--- config.mk ---
export PLATFORM = sky130hd
export DESIGN_NAME = car_kinematics
export DESIGN_NICKNAME = d
export VERILOG_FILES = /design/src/rtl/car_kinematics_pkg.sv /design/src/rtl/car_trig_lut.sv /design/src/rtl/car_kinematics.sv
export SDC_FILE = /design/constraint.sdc
export NUM_CORES = 1
export LEC_CHECK = 0
export BUFFER_PORTS_ARGS = -buffer_cell sky130_fd_sc_hd__buf_4
export CAP_MARGIN = 40
export CORE_MARGIN = 8
export CORE_UTILIZATION = 58
export DETAILED_ROUTE_END_ITERATION = 7
export PLACE_DENSITY = 0.78
export RECOVER_POWER = 100
export SYNTH_ARGS = -nofsm -noshare
export SYNTH_HDL_FRONTEND = slang
export SYNTH_SLANG_ARGS = --single-unit
--- constraint.sdc ---
create_clock -name clk -period 5.7 [get_ports clk]
set_clock_uncertainty 0.15 [all_clocks]
set_input_delay 0.285 -clock clk [delete_from_list [all_inputs] [get_ports clk]]
set_output_delay 0.285 -clock clk [all_outputs]
set_load 0.02 [all_outputs]
--- src/rtl/car_kinematics_pkg.sv ---
// car_kinematics_pkg: shared widths, motion constants and pose/control types for the car integrator.
package car_kinematics_pkg;
    localparam int ANG_WIDTH   = 9;
    localparam int MAP_H_WIDTH = 11;
    localparam int MAP_V_WIDTH = 11;
    localparam int FRAC_BITS   = 4;
    localparam int SPD_W       = 10;
    localparam int TRIG_W      = 10;
    localparam int MAX_SPEED   = 256;
    localparam int ACCEL       = 8;
    localparam int BRAKE       = 24;
    localparam int DRAG        = 2;
    localparam int TURN_STEP   = 3;
    localparam int X_MIN       = -800;
    localparam int X_MAX       = 800;
    localparam int Y_MIN       = -600;
    localparam int Y_MAX       = 600;
    localparam int RST_X       = 0;
    localparam int RST_Y       = 0;
    localparam int RST_ANG     = 0;

    typedef enum logic [2:0] {IDLE, STEER, LOOKUP, MUL, MOVE, DONE} state_t;

    typedef struct packed {
        logic signed [MAP_H_WIDTH-1:0] x;
        logic signed [MAP_V_WIDTH-1:0] y;
        logic [ANG_WIDTH-1:0]          angle;
    } car_pose_t;

    typedef struct packed {
        logic left;
        logic right;
        logic throttle;
        logic brake;
    } car_ctrl_t;
endpackage

--- src/rtl/car_trig_lut.sv ---
// car_trig_lut: sin/cos of 0..359 degrees in signed Q1.8 from a folded 0..90 quarter-wave table.
module car_trig_lut
    import car_kinematics_pkg::*;
(
    input  logic [ANG_WIDTH-1:0]     angle,
    output logic signed [TRIG_W-1:0] sin_q,
    output logic signed [TRIG_W-1:0] cos_q
);
    localparam logic [ANG_WIDTH-1:0] A90  = ANG_WIDTH'(90);
    localparam logic [ANG_WIDTH-1:0] A180 = ANG_WIDTH'(180);
    localparam logic [ANG_WIDTH-1:0] A270 = ANG_WIDTH'(270);
    localparam logic [ANG_WIDTH-1:0] A360 = ANG_WIDTH'(360);
    // round(256 * sin(d)) for d = 0..90
    localparam logic [8:0] SIN_TAB [91] = '{
          0,   4,   9,  13,  18,  22,  27,  31,  36,  40,
         44,  49,  53,  58,  62,  66,  71,  75,  79,  83,
         88,  92,  96, 100, 104, 108, 112, 116, 120, 124,
        128, 132, 136, 139, 143, 147, 150, 154, 158, 161,
        165, 168, 171, 175, 178, 181, 184, 187, 190, 193,
        196, 199, 202, 204, 207, 210, 212, 215, 217, 219,
        222, 224, 226, 228, 230, 232, 234, 236, 237, 239,
        241, 242, 243, 245, 246, 247, 248, 249, 250, 251,
        252, 253, 254, 254, 255, 255, 255, 256, 256, 256,
        256
    };

    logic [6:0] s_a, c_a;
    logic [8:0] s_m, c_m;

    always_comb begin
        s_a   = 7'((angle <= A90)  ? angle
              :    (angle <= A180) ? A180 - angle
              :    (angle <= A270) ? angle - A180
              :                      A360 - angle);
        c_a   = 7'((angle <= A90)  ? A90 - angle
              :    (angle <= A180) ? angle - A90
              :    (angle <= A270) ? A270 - angle
              :                      angle - A270);
        s_m   = SIN_TAB[s_a];
        c_m   = SIN_TAB[c_a];
        sin_q = (angle > A180) ? -$signed({1'b0, s_m}) : $signed({1'b0, s_m});
        cos_q = (angle > A90 && angle < A270) ? -$signed({1'b0, c_m}) : $signed({1'b0, c_m});
    end
endmodule

--- src/rtl/car_kinematics.sv ---
// car_kinematics: per-car frame integrator for steering, speed and clamped fixed-point position.
// One update walks IDLE->STEER->LOOKUP->MUL->MOVE->DONE; load aborts it and re-seeds the pose.
module car_kinematics
    import car_kinematics_pkg::*;
(
    input  logic                          clk,
    input  logic                          rst_n,
    input  logic                          frame_tick,
    input  logic                          load,
    input  logic signed [MAP_H_WIDTH-1:0] init_x,
    input  logic signed [MAP_V_WIDTH-1:0] init_y,
    input  logic [ANG_WIDTH-1:0]          init_angle,
    input  logic                          steer_left,
    input  logic                          steer_right,
    input  logic                          throttle,
    input  logic                          brake,
    output logic signed [MAP_H_WIDTH-1:0] x,
    output logic signed [MAP_V_WIDTH-1:0] y,
    output logic [ANG_WIDTH-1:0]          angle,
    output logic [SPD_W-1:0]              speed,
    output logic                          valid,
    output logic                          busy,
    output logic                          wall_hit,
    output logic                          tick_drop
);
    // accumulators carry one guard bit above the map width so a step past the edge is still visible
    localparam int IX_W = MAP_H_WIDTH + 1;
    localparam int IY_W = MAP_V_WIDTH + 1;
    localparam int AX_W = IX_W + FRAC_BITS;
    localparam int AY_W = IY_W + FRAC_BITS;
    localparam int PW   = SPD_W + TRIG_W + 1;
    localparam logic signed [IX_W-1:0] XLO = IX_W'(X_MIN);
    localparam logic signed [IX_W-1:0] XHI = IX_W'(X_MAX);
    localparam logic signed [IY_W-1:0] YLO = IY_W'(Y_MIN);
    localparam logic signed [IY_W-1:0] YHI = IY_W'(Y_MAX);
    localparam logic [ANG_WIDTH-1:0] A360  = ANG_WIDTH'(360);
    localparam logic [ANG_WIDTH-1:0] ATURN = ANG_WIDTH'(TURN_STEP);
    localparam logic [SPD_W-1:0] S_MAX   = SPD_W'(MAX_SPEED);
    localparam logic [SPD_W-1:0] S_ACC   = SPD_W'(ACCEL);
    localparam logic [SPD_W-1:0] S_BRAKE = SPD_W'(BRAKE);
    localparam logic [SPD_W-1:0] S_DRAG  = SPD_W'(DRAG);

    state_t                   state, nxt;
    car_ctrl_t                ctrl;
    car_pose_t                pose;
    logic [ANG_WIDTH-1:0]     ang, ang_nxt, ang_load;
    logic [SPD_W-1:0]         spd, spd_nxt;
    logic signed [AX_W-1:0]   pos_x, dx;
    logic signed [AY_W-1:0]   pos_y, dy;
    logic signed [TRIG_W-1:0] sin_v, cos_v, sin_r, cos_r;
    logic signed [PW-1:0]     prod_x, prod_y;
    logic signed [IX_W-1:0]   ix, cx;
    logic signed [IY_W-1:0]   iy, cy;
    logic                     hit_x, hit_y;

    car_trig_lut u_trig (
        .angle (ang),
        .sin_q (sin_v),
        .cos_q (cos_v)
    );

    assign x     = pose.x;
    assign y     = pose.y;
    assign angle = pose.angle;
    assign speed = spd;

    always_ff @(posedge clk)
        state <= !rst_n ? IDLE : nxt;

    always_comb begin
        nxt = state;
        case (state)
            IDLE:    nxt = frame_tick ? STEER : IDLE;
            STEER:   nxt = LOOKUP;
            LOOKUP:  nxt = MUL;
            MUL:     nxt = MOVE;
            MOVE:    nxt = DONE;
            default: nxt = IDLE;
        endcase
        if (load) nxt = IDLE;
    end

    always_comb busy = (state != IDLE);

    always_comb begin
        ang_nxt  = (ctrl.left && !ctrl.right) ? ((ang >= A360 - ATURN) ? ang + ATURN - A360 : ang + ATURN)
                 : (ctrl.right && !ctrl.left) ? ((ang < ATURN) ? ang + A360 - ATURN : ang - ATURN)
                 : ang;
        spd_nxt  = ctrl.brake    ? ((spd > S_BRAKE) ? spd - S_BRAKE : '0)
                 : ctrl.throttle ? ((spd >= S_MAX - S_ACC) ? S_MAX : spd + S_ACC)
                 :                 ((spd > S_DRAG) ? spd - S_DRAG : '0);
        ang_load = (init_angle >= A360) ? init_angle - A360 : init_angle;
        prod_x   = PW'($signed({1'b0, spd})) * PW'(cos_r);
        prod_y   = PW'($signed({1'b0, spd})) * PW'(sin_r);
        ix       = pos_x[AX_W-1:FRAC_BITS];
        iy       = pos_y[AY_W-1:FRAC_BITS];
        cx       = (ix < XLO) ? XLO : (ix > XHI) ? XHI : ix;
        cy       = (iy < YLO) ? YLO : (iy > YHI) ? YHI : iy;
        hit_x    = (cx != ix);
        hit_y    = (cy != iy);
    end

    always_ff @(posedge clk) begin
        if (!rst_n) begin
            ctrl      <= '0;
            ang       <= ANG_WIDTH'(RST_ANG);
            spd       <= '0;
            pos_x     <= AX_W'(RST_X * (2 ** FRAC_BITS));
            pos_y     <= AY_W'(RST_Y * (2 ** FRAC_BITS));
            sin_r     <= '0;
            cos_r     <= '0;
            dx        <= '0;
            dy        <= '0;
            pose      <= '{x: MAP_H_WIDTH'(RST_X), y: MAP_V_WIDTH'(RST_Y), angle: ANG_WIDTH'(RST_ANG)};
            valid     <= 1'b0;
            wall_hit  <= 1'b0;
            tick_drop <= 1'b0;
        end else begin
            valid     <= 1'b0;
            wall_hit  <= 1'b0;
            tick_drop <= frame_tick && busy && !load;
            if (load) begin
                ang   <= ang_load;
                spd   <= '0;
                pos_x <= {init_x[MAP_H_WIDTH-1], init_x, {FRAC_BITS{1'b0}}};
                pos_y <= {init_y[MAP_V_WIDTH-1], init_y, {FRAC_BITS{1'b0}}};
                pose  <= '{x: init_x, y: init_y, angle: ang_load};
            end else begin
                case (state)
                    IDLE:   ctrl <= frame_tick ? car_ctrl_t'({steer_left, steer_right, throttle, brake}) : ctrl;
                    STEER: begin
                        ang <= ang_nxt;
                        spd <= spd_nxt;
                    end
                    LOOKUP: begin
                        sin_r <= sin_v;
                        cos_r <= cos_v;
                    end
                    MUL: begin
                        dx <= AX_W'(prod_x >>> 8);
                        dy <= AY_W'(prod_y >>> 8);
                    end
                    MOVE: begin
                        pos_x <= pos_x + dx;
                        pos_y <= pos_y + dy;
                    end
                    DONE: begin
                        pos_x    <= hit_x ? {cx, {FRAC_BITS{1'b0}}} : pos_x;
                        pos_y    <= hit_y ? {cy, {FRAC_BITS{1'b0}}} : pos_y;
                        spd      <= (hit_x || hit_y) ? '0 : spd;
                        pose     <= '{x: cx[MAP_H_WIDTH-1:0], y: cy[MAP_V_WIDTH-1:0], angle: ang};
                        valid    <= 1'b1;
                        wall_hit <= hit_x || hit_y;
                    end
                    default: ;
                endcase
            end
        end
    end
endmodule
==> impl_metrics.tcl <==
set metrics [dict create \
    worstMarginPinSlew_ps 863 \
    cts_tree "built" \
    wire_per_inst_um 18.3 \
    placed_cell_area_um2 18400 \
    drt_iter0_markers 1383 \
    hold_start "init_x[5]" \
    clk_path_buf_depth 2 \
    fp.coreArea_um2 29300 \
    regArea_um2 2800 \
    fmax_ghz 0.180 \
    nNetsFinal 2648 \
    nFillCells 2452 \
    cts_root_buffer "clkbuf_16" \
    clkTransAtPathRegs_ps 70 \
    synth_area_um2 17100 \
    globalRouteOverflowTotal 0 \
    crit_arrival_ps 5720 \
    dieHeight_um 188 \
    final_core_util_pct 66.0 \
    seq_area_frac_synth_pct 16.0 \
    dieArea_um2 35200 \
    cts.sinks 137 \
    status "completed" \
    htree_levels 4 \
    ioPinCount 84 \
    hpwl_um 37100 \
    slew_violations 0 \
    finalCritPeriodShare_pct 97.4 \
    antenna_found_initial 0 \
    p_per_area_nw_per_um2 174 \
    pre_cts_ws_ps -62.4 \
    slew_headroom_pct 42.3 \
    area_delta_synth_final_pct 13.1 \
    ys_warn_count 0 \
    synth_cell_types 96 \
    dr.pass1.iters 5 \
    postRouteAntennaNets 0 \
    grt_pass1_wl_um 79400 \
    critPathKind "reg -> reg" \
    rows 63 \
    syn_inst 2208 \
    peakVddDrop_uv 167 \
    route.detailed.drc 0 \
    setup_slack_ps 146 \
    hp-class "in -> reg" \
    cts_made_buffers 17 \
    hold_ws_ps 7.54 \
    multi_input_area_um2 13200 \
    grt_pass1_vias 16200 \
    critPathLaunch "speed[5]$_SDFFE_PP0P_" \
    vias 16400 \
    leakage_nw 8.78 \
    post-route-min-period_ps 5550 \
    antenna_cells 0 \
    grt_usage_pct 26.8 \
    r2r-start "speed[5]$_SDFFE_PP0P_" \
    ys_ff_latch 137 \
    gp_congestion 0.990 \
    finalSetupViolations 0 \
    clock_latency_ps 430 \
    p_total_mw 3.36 \
    setup.worst_path.start_class "register" \
    portBuffers 82 \
    path_max_fanout 7 \
    initial_core_util_pct 58.3 \
    grt_max_degree 64 \
    cp_data_required_time_ps 5860 \
    synth-edff-count 0 \
    maxCapViolations 0 \
    async_reset_ff_share_pct 0 \
    crit_path_end_kind "register" \
    routed_via_density 6.08 \
    design_area_um2 19300 \
    synth_ff_type "dfxtp_1" \
    drive_above_1_share_pct 12.8 \
    wl_um 49400 \
    hold_violations 0 \
    die_x_um 188 \
    syn_avg_cell_area_um2 7.75 \
]
[worst max-delay path, cell delays in order (launching register included)]
cell and delay [ps]:
dfxtp_4 430, nand2_2 90, fa_1 550, inv_1 60
fa_1 500, inv_1 50, fa_1 470, inv_1 50
fa_1 490, inv_2 40, fa_1 520, inv_1 60
ha_4 240, inv_2 50, o21bai_2 70, a21oi_2 140
buf_4 150, o21ai_2 60, a2111o_1 460, nand4_1 140
a31oi_2 130, o21a_1 230, nor2_2 120, xnor2_1 120
o21ai_1 90
[layer usage]
layer	GRT usage, %	vias up	wire length [µm]
met5	0	-	0
li1	-	7774	-
met4	11.2	0	1840
met3	4.40	144	3250
met1	32.7	7850	20100
met2	46.4	659	24200
[state kept, by name, summed over array words and instances, names as in the netlist]
name,count
y,11
speed,9
pos_x,16
tick_drop,1
sin_r,10
ang,9
dx,13
pos_y,16
ctrl,4
wall_hit,1
state,3
valid,1
dy,13
x,11
angle,9
cos_r,10
[layout make-up]
class,instances,share of cell area [%]
clock inverter,14,0.776
tap,390,2.52
timing repair buffer,193,7.28
multi-input combinational,1725,68.3
clock buffer,18,2.27
inverter,226,4.40
sequential,137,14.5
[placed cells by master, fill, tap and decap left out, types with 8 or more instances in the layout]
cell	netlist	final
a211oi_1	22	22
a21o_1	13	13
a21oi_1	178	173
a22oi_1	16	16
a311oi_1	8	8
a31oi_1	48	45
and2_1	88	88
and3_1	17	17
buf_4	3	140
buf_6	5	8
clkbuf_1	99	34
clkbuf_16	0	18
conb_1	2	15
dfxtp_1	137	121
dfxtp_4	0	13
fa_1	126	123
ha_1	183	175
ha_4	0	8
inv_1	220	209
inv_2	5	15
mux2i_1	9	9
nand2_1	261	254
nand2b_1	26	26
nand3_1	47	47
nand3b_1	10	10
nand4_1	17	17
nor2_1	145	143
nor2b_1	18	18
nor3_1	52	51
o211ai_1	21	21
o21a_1	11	11
o21ai_0	117	114
o21ai_1	10	11
o311a_1	8	8
o31ai_1	10	10
or3_1	16	16
xnor2_1	63	63
xor2_1	24	24
[cell families (layout without fill, tap and decap cells)]
| group | after synthesis | in the layout | synth area share [%] |
|---|---|---|---|
| compound gates | 566 | 566 | 21.5 |
| xor+xnor | 88 | 88 | 4.55 |
| fa+ha+maj | 312 | 312 | 28.3 |
| buf+inv | 359 | 451 | 8.31 |
| flops | 137 | 137 | 16.0 |
| mux | 11 | 11 | 0.658 |
| other cells | 2 | 15 | 0.0439 |
| simple gates | 733 | 733 | 20.6 |
[what timing repair did]
item                                    in CTS  in global routing
endpoints found under the hold margin        6                  0
buffers inserted                             1                 11
endpoints found under the setup margin       6                 11
pin swaps                                    2                 60
gates resized for setup                     13                 73
cloned                                       0                  2
hold buffers                                 5                  0
[stage by stage]
stage / instances / TNS [ps]
floorplan: 2221 / 0
global placement: 2650 / 0
detailed placement: 2652 / -144
CTS: 2690 / 0
global route: 2703 / -116
finish: 2703 / 0
[worst paths after layout]
check	endpoint	cells past startpoint	slack, ps
setup reg to reg	dx[12]$_SDFFE_PN0P_	24	150
setup / recovery	dx[12]$_SDFFE_PN0P_	24	150
hold / removal	x[5]$_SDFFE_PN0P_	3	8
hold reg to reg	x[2]$_SDFFE_PN0P_	2	310
[cells in the mapped netlist (all sizes together) (9+ instances only)]
| master | number | area [µm²] |
|---|---|---|
| and2 | 88 | 551 |
| xor2 | 24 | 210 |
| a21oi | 178 | 891 |
| fa | 126 | 2520 |
| o211ai | 21 | 158 |
| nand3b | 11 | 86.3 |
| nand2b | 27 | 176 |
| clkbuf | 99 | 372 |
| nand2 | 262 | 986 |
| nor2b | 18 | 113 |
| o31ai | 10 | 75.1 |
| o21a | 11 | 82.6 |
| o311ai | 9 | 86.3 |
| buf | 34 | 201 |
| a211oi | 27 | 228 |
| a21o | 13 | 97.6 |
| a311oi | 9 | 85.1 |
| or3 | 16 | 100 |
| a31oi | 48 | 300 |
| nor3 | 53 | 270 |
| nand3 | 47 | 235 |
| mux2i | 9 | 90.1 |
| inv | 225 | 845 |
| or2 | 9 | 56.3 |
| dfxtp | 137 | 2740 |
| a22oi | 16 | 120 |
| xnor2 | 64 | 568 |
| o21ai | 130 | 662 |
| ha | 183 | 2290 |
| and3 | 17 | 106 |
| nand4 | 17 | 106 |
| nor2 | 149 | 579 |
[report_power, final]
group	switching, mW	leakage, nW	internal [mW]
clock	0.498	0.288	0.631
combinational	0.753	7.36	0.439
sequential	0.0505	1.13	0.987
total	1.30	8.78	2.06
No activity file was read; power rests on OpenSTA's default activity.
